--- src/rtl/snake_pkg.sv ---
// rtl/snake_pkg.sv - shared grid defaults, position type, food FSM states and LFSR taps
package snake_pkg;

    localparam int DEF_GRID_W = 160;
    localparam int DEF_GRID_H = 120;
    localparam int DEF_XW     = 8;
    localparam int DEF_YW     = 7;

    localparam logic [15:0] LFSR_TAPS_16 = 16'hB400;
    localparam logic [15:0] DEF_SEED     = 16'hACE1;

    typedef struct packed {
        logic [DEF_XW-1:0] x;
        logic [DEF_YW-1:0] y;
    } pos_t;

    typedef enum logic [2:0] {
        ST_IDLE,
        ST_DRAW,
        ST_QUERY,
        ST_CHECK,
        ST_DONE
    } food_state_e;

endpackage

--- src/rtl/lfsr_galois.sv ---
// rtl/lfsr_galois.sv - free-running right-shift Galois LFSR with seed load and zero-seed guard
module lfsr_galois
    import snake_pkg::*;
#(
    parameter int               WIDTH = 16,
    parameter logic [WIDTH-1:0] TAPS  = WIDTH'(LFSR_TAPS_16),
    parameter logic [WIDTH-1:0] SEED  = WIDTH'(DEF_SEED)
) (
    input  logic             clk,
    input  logic             rst,
    input  logic             load,
    input  logic [WIDTH-1:0] load_val,
    output logic [WIDTH-1:0] q
);

    always_ff @(posedge clk) begin
        if (rst) begin
            q <= SEED;
        end else if (load) begin
            // An all-zero state would lock the register forever.
            q <= (load_val == '0) ? SEED : load_val;
        end else begin
            q <= (q >> 1) ^ (q[0] ? TAPS : '0);
        end
    end

endmodule

--- src/rtl/food_pos_gen.sv ---
// rtl/food_pos_gen.sv - draws random free playfield cells, checking each against the occupancy RAM
module food_pos_gen
    import snake_pkg::*;
#(
    parameter int                GRID_W    = DEF_GRID_W,
    parameter int                GRID_H    = DEF_GRID_H,
    parameter int                XW        = DEF_XW,
    parameter int                YW        = DEF_YW,
    parameter int                MIN_X     = 1,
    parameter int                MIN_Y     = 1,
    parameter int                MAX_X     = GRID_W - 1,
    parameter int                MAX_Y     = GRID_H - 1,
    parameter int                LFSR_W    = 16,
    parameter logic [LFSR_W-1:0] SEED      = LFSR_W'(DEF_SEED),
    parameter int                MAX_TRIES = 31
) (
    input  logic              clk,
    input  logic              rst,
    input  logic              req,
    input  logic              seed_load,
    input  logic [LFSR_W-1:0] seed_in,
    output logic              busy,
    output logic              valid,
    output logic              fail,
    output logic [XW-1:0]     pos_x,
    output logic [YW-1:0]     pos_y,
    output logic              occ_qvalid,
    output logic [XW-1:0]     occ_qx,
    output logic [YW-1:0]     occ_qy,
    input  logic              occ_hit
);

    localparam int            TW        = $clog2(MAX_TRIES + 1);
    localparam logic [XW-1:0] LO_X      = XW'(MIN_X);
    localparam logic [XW-1:0] HI_X      = XW'(MAX_X);
    localparam logic [YW-1:0] LO_Y      = YW'(MIN_Y);
    localparam logic [YW-1:0] HI_Y      = YW'(MAX_Y);
    localparam logic [TW-1:0] TRIES_LIM = TW'(MAX_TRIES);

    food_state_e       state, state_nx;
    logic [LFSR_W-1:0] lfsr_q;
    logic [TW-1:0]     tries, tries_nx;
    logic [XW-1:0]     cand_x, draw_x;
    logic [YW-1:0]     cand_y, draw_y;
    logic              draw_ok, pos_upd, fail_nx;

    lfsr_galois #(
        .WIDTH (LFSR_W),
        .TAPS  (LFSR_W'(LFSR_TAPS_16)),
        .SEED  (SEED)
    ) u_lfsr (
        .clk      (clk),
        .rst      (rst),
        .load     (seed_load),
        .load_val (seed_in),
        .q        (lfsr_q)
    );

    assign draw_x  = lfsr_q[XW-1:0];
    assign draw_y  = lfsr_q[XW+YW-1:XW];
    assign draw_ok = (draw_x >= LO_X) && (draw_x <= HI_X) &&
                     (draw_y >= LO_Y) && (draw_y <= HI_Y);

    // LFSR bits above the coordinate field only feed the shift chain.
    if (LFSR_W > XW + YW) begin : g_spare
        logic unused_lfsr_hi;
        assign unused_lfsr_hi = ^lfsr_q[LFSR_W-1:XW+YW];
    end

    always_comb begin
        state_nx = state;
        tries_nx = tries;
        pos_upd  = 1'b0;
        fail_nx  = 1'b0;
        case (state)
            ST_IDLE: begin
                if (req) begin
                    state_nx = ST_DRAW;
                    tries_nx = '0;
                end
            end
            ST_DRAW: begin
                tries_nx = tries + TW'(1);
                if (draw_ok) begin
                    state_nx = ST_QUERY;
                end else if (tries_nx == TRIES_LIM) begin
                    state_nx = ST_DONE;
                    fail_nx  = 1'b1;
                end else begin
                    state_nx = ST_DRAW;
                end
            end
            ST_QUERY: state_nx = ST_CHECK;
            ST_CHECK: begin
                if (!occ_hit) begin
                    state_nx = ST_DONE;
                    pos_upd  = 1'b1;
                end else if (tries == TRIES_LIM) begin
                    state_nx = ST_DONE;
                    fail_nx  = 1'b1;
                end else begin
                    state_nx = ST_DRAW;
                end
            end
            ST_DONE: state_nx = ST_IDLE;
            default: state_nx = ST_IDLE;
        endcase
    end

    always_ff @(posedge clk) begin
        if (rst) begin
            state  <= ST_IDLE;
            tries  <= '0;
            cand_x <= '0;
            cand_y <= '0;
            pos_x  <= LO_X;
            pos_y  <= LO_Y;
            valid  <= 1'b0;
            fail   <= 1'b0;
            busy   <= 1'b0;
        end else begin
            state <= state_nx;
            tries <= tries_nx;
            if (state == ST_DRAW) begin
                cand_x <= draw_x;
                cand_y <= draw_y;
            end
            if (pos_upd) begin
                pos_x <= cand_x;
                pos_y <= cand_y;
            end
            valid <= (state_nx == ST_DONE);
            fail  <= fail_nx;
            busy  <= (state_nx != ST_IDLE);
        end
    end

    assign occ_qvalid = (state == ST_QUERY);
    assign occ_qx     = cand_x;
    assign occ_qy     = cand_y;

endmodule

--- config.mk ---
export PLATFORM = sky130hd
export DESIGN_NAME = food_pos_gen
export DESIGN_NICKNAME = d
export VERILOG_FILES = /design/src/rtl/snake_pkg.sv /design/src/rtl/lfsr_galois.sv /design/src/rtl/food_pos_gen.sv
export SDC_FILE = /design/constraint.sdc
export NUM_CORES = 1
export LEC_CHECK = 0
export CAP_MARGIN = 20
export CORE_MARGIN = 4
export CORE_UTILIZATION = 40
export DETAILED_ROUTE_END_ITERATION = 16
export HOLD_SLACK_MARGIN = 0.06
export PLACE_DENSITY = 0.75
export SLEW_MARGIN = 20
export SYNTH_ARGS = -nofsm -noshare
export SYNTH_HDL_FRONTEND = slang
export SYNTH_SLANG_ARGS = --single-unit
--- constraint.sdc ---
create_clock -name clk -period 1.8 [get_ports clk]
set_input_delay 0.27 -clock clk [delete_from_list [all_inputs] [get_ports clk]]
set_output_delay 0.27 -clock clk [all_outputs]
set_load 0.01 [all_outputs]
==> summary.txt, run 1 <==
Slew HR -> 67.0%
Seq/Total Area, Yosys -> 50.7%
worst min path class -> in2reg
Peak VDD IR -> 0.472 mV
status -> finished, violations left
RSZ-0062 raised after global routing -> true
GRT overflow -> 0
DRT iter0 DRCs -> 184
die area -> 6890 um^2
GPL Wtd Cong -> 0.806
Routed WL per cell -> 13.0 um
TritonCTS clock tree -> yes
DRT Pass-1 Iters -> 4
Sum Neg Setup Slack -> -11.8 ps
overall power -> 2.87 mW
CTS Hold Bufs -> 0
# Post-CTS Setup Buffers -> 0
asr flop ratio synth -> 0%
share of the synthesized area in the top cell type -> 50.7%
layout cells sized above 1 -> 11.3%
HPWL after DPL -> 3.86 mm
die width -> 83.0 um
critical path class -> reg2reg
total wire length -> 5.18 mm
Die H -> 83.0 um
critical path launch point type -> register
# setup viols final -> 1
Root Driver -> clkbuf_8
Via-to-Cell Ratio -> 5.07
Top FF cell, synth -> dfxtp_1
gr usage total -> 16.1%
Req. time, crit path -> 2060 ps
Mapped Area -> 2250 um^2
#FFs+latches synth -> 57
fill count -> 486
worst-path maximum fanout -> 3
clk slew on worst S/H paths -> 60 ps
core area -> 5470 um^2
# DRC -> 0
ant diodes -> 0
Max clock buf depth -> 2
H-tree Lvls -> 3
DP Cell Count -> 384
syn_nets -> 286
P_leak -> 1.13 nW
initial antenna violation count -> 0
number of nets in the layout -> 347
final setup margin -> -11.8 ps
crit path time final -> 1810 ps
number of synthesized flops with an enable pin -> 0
synth cell count leaders -> nand2_1, dfxtp_1, a21oi_1
first-pass GRT wire length -> 9.18 mm
Netlist cell types -> 38
I/O pin count -> 55
Mapped Cells -> 262
synth warn -> 0
most common cell in the netlist -> nand2_1
largest net degree at the start of global routing -> 29
failing checks -> negative setup slack
Worst setup EP type -> register
number of global-route vias before repair -> 1975
synthesized area per cell -> 8.59 um^2
final clock skew -> 5.50 ps
Final Hold Viols -> 0
Area Overhead vs Synth -> 38.4%
max-slew violations -> 0
worst-margin pin slew -> 495 ps
Max Clock Freq -> 0.552 GHz
Initial Util -> 41.1%
Pwr Density -> 921 nW/um^2
port bufs -> 54
post-layout util -> 56.9%
final period utilization -> 101%
row count -> 27
vias -> 2021
Final Non-Filler Cells -> 399
clk_lat worst skew -> 320 ps
CTS sink cnt -> 57
Num CTS Buffers -> 9
crit path DAT -> 2070 ps
Yosys top cell by area -> dfxtp_1
max-cap violation count -> 0
post-route ant nets -> 0
synth top area cells -> dfxtp_1, nand2_1, a21oi_1
## final timing paths
path	endpoint	cells past startpoint	start	slack, ps
max	state[2]	7	tries[1]	-10
min	pos_y[6]	2	rst	270
max reg2reg	state[2]	7	tries[1]	-10
min reg2reg	pos_y[3]	2	pos_y[3]	450
## layer usage
| layer | part of all wire (%) | GRT usage [%] | vias up |
|---|---|---|---|
| met5 | 0 | 0 | - |
| met4 | 1.8 | 8.62 | 0 |
| met3 | 5.7 | 4.96 | 8 |
| met2 | 45 | 24.0 | 62 |
| met1 | 48 | 20.6 | 928 |
| li1 | - | - | 1023 |
## where the power goes
group	total (mW)	internal (mW)	switching, mW
Clock	1.16	0.702	0.453
Sequential	1.38	1.32	0.0584
Combinational	0.331	0.169	0.162
Total	2.87	2.19	0.674
## cells by family (layout without fill, tap and decap cells)
kind of cell	Yosys count	in the layout	synth area share, %
AND/OR/NAND/NOR	119	119	24.9
adder cells (fa/ha/maj)	3	3	1.67
XOR/XNOR	4	4	1.56
flip-flops	57	57	50.7
buffers and inverters	17	82	3.95
multiplexers	7	7	3.11
AO/OA/AOI/OAI	55	55	14.1
## cells in the final DEF, fill, tap and decap left out, types with 2 or more instances in the layout
cell / instances
clkinv_2: 2
buf_4: 11
nor2_1: 17
dfxtp_2: 2
nand2b_1: 9
nand3b_1: 4
nor3_1: 4
o22ai_1: 8
nand4_1: 3
a21oi_1: 32
xor2_1: 3
ha_4: 2
mux2i_1: 7
dfxtp_1: 55
o21ai_0: 4
clkdlybuf4s50_1: 52
a31oi_1: 2
clkbuf_8: 11
inv_1: 2
nor4_1: 6
nand2_1: 66
## registers in the layout (all words and copies together) (netlist names)
signal,cells
pos_x,8
occ_qx,8
u_lfsr.q,16
tries,5
busy,1
state,3
valid,1
pos_y,7
fail,1
occ_qy,7
## through the flow
stage	hold WS, ps	instance area, um^2	worst slack (ps)
final	269	3110	-11.8
after global routing	281	3110	-67.6
after CTS	254	3090	24.1
after detailed placement	448	2880	-33.6
after global placement	441	2880	43.2
after floorplan	398	2250	29.0
## critical path, stage by stage (launching register included)
cell and delay, ps:
dfxtp_2 330, ha_4 160, and3_4 180, ha_4 260, nand4b_1 90, o22a_2 240, a211o_1 330, o2bb2ai_1 160
## cell type report
cell class | instances | area, um^2 | area share (%)
well taps | 72 | 90.1 | 2.89
clock inverters | 3 | 40.0 | 1.29
flip-flops and latches | 57 | 1140 | 36.7
repair buffers | 65 | 617 | 19.8
multi-input cells | 188 | 1060 | 34.1
inverters | 2 | 7.51 | 0.241
clock buffers | 12 | 155 | 4.98
## what timing repair did
action	CTS	global route
setup endpoints to repair	5	4
resized for setup	3	5
pin swaps	2	6
(Power assumes the default switching activity.)
==> inputs of run 2 (changes only) <==
--- a/config.mk
+++ b/config.mk
@@ -10,7 +10,7 @@
 export CORE_UTILIZATION = 40
 export DETAILED_ROUTE_END_ITERATION = 16
 export HOLD_SLACK_MARGIN = 0.06
-export PLACE_DENSITY = 0.75
+export PLACE_DENSITY = 0.69
 export SLEW_MARGIN = 20
 export SYNTH_ARGS = -nofsm -noshare
 export SYNTH_HDL_FRONTEND = slang
==> run 2 against run 1 <==
Die area did not move. Sequential power barely moved. Clock power fell by 10%. Worst setup slack improved by 13 ps. Register-to-register slack barely moved. Largest cell class unchanged. Wire length rose by 0.91%. Core utilization rose by 0.25 points. Cell count rose by 1.0%. Sequential share of layout area fell by 0.16 points. Combinational power rose by 2%. The run now ends clean. Count of clock-buffer cells in the layout rose by 1.
==> summary.txt, run 2 (same netlist as run 1, synthesis figures left out) <==
status -> finished, final reports clean
GRT overflow -> 0 (unchanged)
gr usage total -> 15.9% (-0.17 points)
vias -> 2021 (unchanged)
port bufs -> 54 (unchanged)
Final Instance Area -> 3130 um^2 (+0.44%)
Top Family by Delay on Critical Path -> compound AO/OA/AOI/OAI gates
crit path DAT -> 2060 ps (about the same)
hold slack -> 318 ps (+48.8 ps)
dpl ws -> -28.1 ps (+5.57 ps)
P_leak -> 1.14 nW (+0.96%)
Multi-input gate area -> 1060 um^2 (unchanged)
Peak VDD IR -> 0.413 mV (-13%)
core area -> 5470 um^2 (unchanged)
Worst setup EP type -> register
DRT Pass-1 Iters -> 4 (unchanged)
reg2reg start -> tries[0]
max-slew violations -> 0 (unchanged)
critical path class -> reg2reg
leading cell types in the layout, fill and taps excluded -> nand2_1, dfxtp_1, clkdlybuf4s50_1, a21oi_1, nor2_1
ant diodes -> 0 (unchanged)
WP buf/inv -> 0 (unchanged)
critical path launch point type -> register
CTS sink cnt -> 57 (unchanged)
Die H -> 83.0 um (unchanged)
Num CTS Buffers -> 9 (unchanged)
H-tree Lvls -> 3 (unchanged)
most common cell after layout, fill and taps aside -> nand2_1
die width -> 83.0 um (unchanged)
final setup margin -> 1.07 ps (+12.9 ps)
register area -> 1140 um^2 (unchanged)
initial antenna violation count -> 0 (unchanged)
Max clock buf depth -> 2 (unchanged)
Final Hold Viols -> 0 (unchanged)
clk slew on worst S/H paths -> 60 ps (about the same)
I/O pin count -> 55 (unchanged)
CP cell instances -> ha_4 -> and3_4 -> ha_4 -> nand4b_1 -> o22a_2 -> a211o_1 -> o2bb2ai_1
Routed WL per cell -> 13.0 um (about the same)
final period utilization -> 99.9% (-0.71 points)
final clock skew -> 5.47 ps (-0.0349 ps)
Max Clock Freq -> 0.556 GHz (+0.71%)
# setup viols final -> 0 (-1)
Area Overhead vs Synth -> 39.0%
row count -> 27 (unchanged)
DRT iter0 DRCs -> 166 (-9.8%)
critical path's slowest cell -> dfxtp_2
CP most frequent cell -> ha_4
die area -> 6890 um^2 (unchanged)
dpl cell area -> 2910 um^2 (+0.96%)
Slew HR -> 67.4% (+0.38 points)
CP endpoint -> state[2]
Req. time, crit path -> 2060 ps (about the same)
worst-margin pin slew -> 490 ps (-5.74 ps)
post-layout util -> 57.2% (+0.25 points)
clk_lat worst skew -> 330 ps (about the same)
worst-path maximum fanout -> 3 (unchanged)
number of global-route vias before repair -> 1889 (-4.4%)
RSZ-0062 raised after global routing -> true
Root Driver -> clkbuf_8
overall power -> 2.77 mW (-3.6%)
max-cap violation count -> 0 (unchanged)
worst min path class -> in2reg
largest net degree at the start of global routing -> 26 (-10%)
fill count -> 521 (+7.2%)
reg2reg setup slack -> 1 ps (about the same)
GPL Wtd Cong -> 0.822 (+2.0%)
Critical Path Max Stage Delay -> 340 ps (about the same)
FF-to-FF End -> state[2]
# DRC -> 0 (unchanged)
TritonCTS clock tree -> yes
Pwr Density -> 884 nW/um^2 (-4.0%)
crit path time final -> 1800 ps (-12.9 ps)
first-pass GRT wire length -> 8.96 mm (-2.3%)
Initial Util -> 41.1% (unchanged)
max FFs per register -> 16 (unchanged)
HPWL after DPL -> 3.76 mm (-2.6%)
total wire length -> 5.23 mm (+0.91%)
Worst Reg-to-Reg Cells -> 7 (unchanged)
Reg with most FFs -> u_lfsr.q
post-route ant nets -> 0 (unchanged)
Via-to-Cell Ratio -> 5.01 (-0.99%)
layout cells sized above 1 -> 12.1% (+0.77 points)
worst setup path start -> tries[0]
number of stages on the worst setup path -> 7 (unchanged)
number of nets in the layout -> 350 (+0.86%)
-- run 2: changes by cell type in the layout (fill, tap and decap cells not counted), sizes merged --
| cell | previous run | this run |
|---|---|---|
| clkinv | 2 | 3 |
| bufinv | 1 | 0 |
| buf | 11 | 15 |
-- run 2: repair_timing --
action / in CTS / in global routing
endpoints found under the setup margin: 5 / 4
setup buffers: 0 / 1
resized for setup: 4 / 4
pin swaps: 3 / 2
hold buffers: 0 / 0
-- run 2: final cells by class --
class	instances	share of cell area [%]
clock buffer	13	5.08
tap	72	2.88
clock inverter	3	0.480
timing repair buffer	68	20.8
inverter	2	0.240
sequential	57	36.6
multi-input combinational	188	33.9
-- run 2: how the worst min path moves through the flow --
| stage | slack, ps | depth (start not counted) | start | endpoint |
|---|---|---|---|---|
| 6_report | 320 | 2 | rst | tries[1] |
| 5_1_grt | 350 | 2 | rst | valid |
| 4_1_cts | 300 | 2 | rst | tries[1] |
| 3_5_place_dp | 450 | 2 | pos_y[2] | pos_y[2] |
| 3_3_place_gp | 440 | 2 | pos_y[6] | pos_y[6] |
| 2_1_floorplan | 400 | 2 | seed_in[11] | u_lfsr.q[11] |
-- run 2: report_power, final --
group / internal, mW / switching [mW] / leakage [nW]
clock network: 0.568 / 0.475 / 0.0932
logic: 0.175 / 0.164 / 0.581
registers: 1.32 / 0.0591 / 0.467
total: 2.07 / 0.699 / 1.14
-- run 2: stage by stage --
stage	instances	TNS, ps
5_1_grt	403	-146
3_3_place_gp	386	0
2_1_floorplan	262	0
6_report	403	0
3_5_place_dp	386	-72.9
4_1_cts	402	0
-- run 2: layer usage --
metal	GRT usage, %	vias to the layer above	part of all wire (%)
met3	3.97	11	5.5
met5	0	-	0
met4	10.1	0	2.2
met2	23.1	60	44
met1	20.9	912	48
li1	-	1038	-
==> inputs of run 3 (changes only) <==
--- a/config.mk
+++ b/config.mk
@@ -11,6 +11,7 @@
 export DETAILED_ROUTE_END_ITERATION = 16
 export HOLD_SLACK_MARGIN = 0.06
 export PLACE_DENSITY = 0.69
+export SKIP_LAST_GASP = 1
 export SLEW_MARGIN = 20
 export SYNTH_ARGS = -nofsm -noshare
 export SYNTH_HDL_FRONTEND = slang
==> results of run 3 <==
No change in the layout: final DEF, timing and power equal those of run 2.
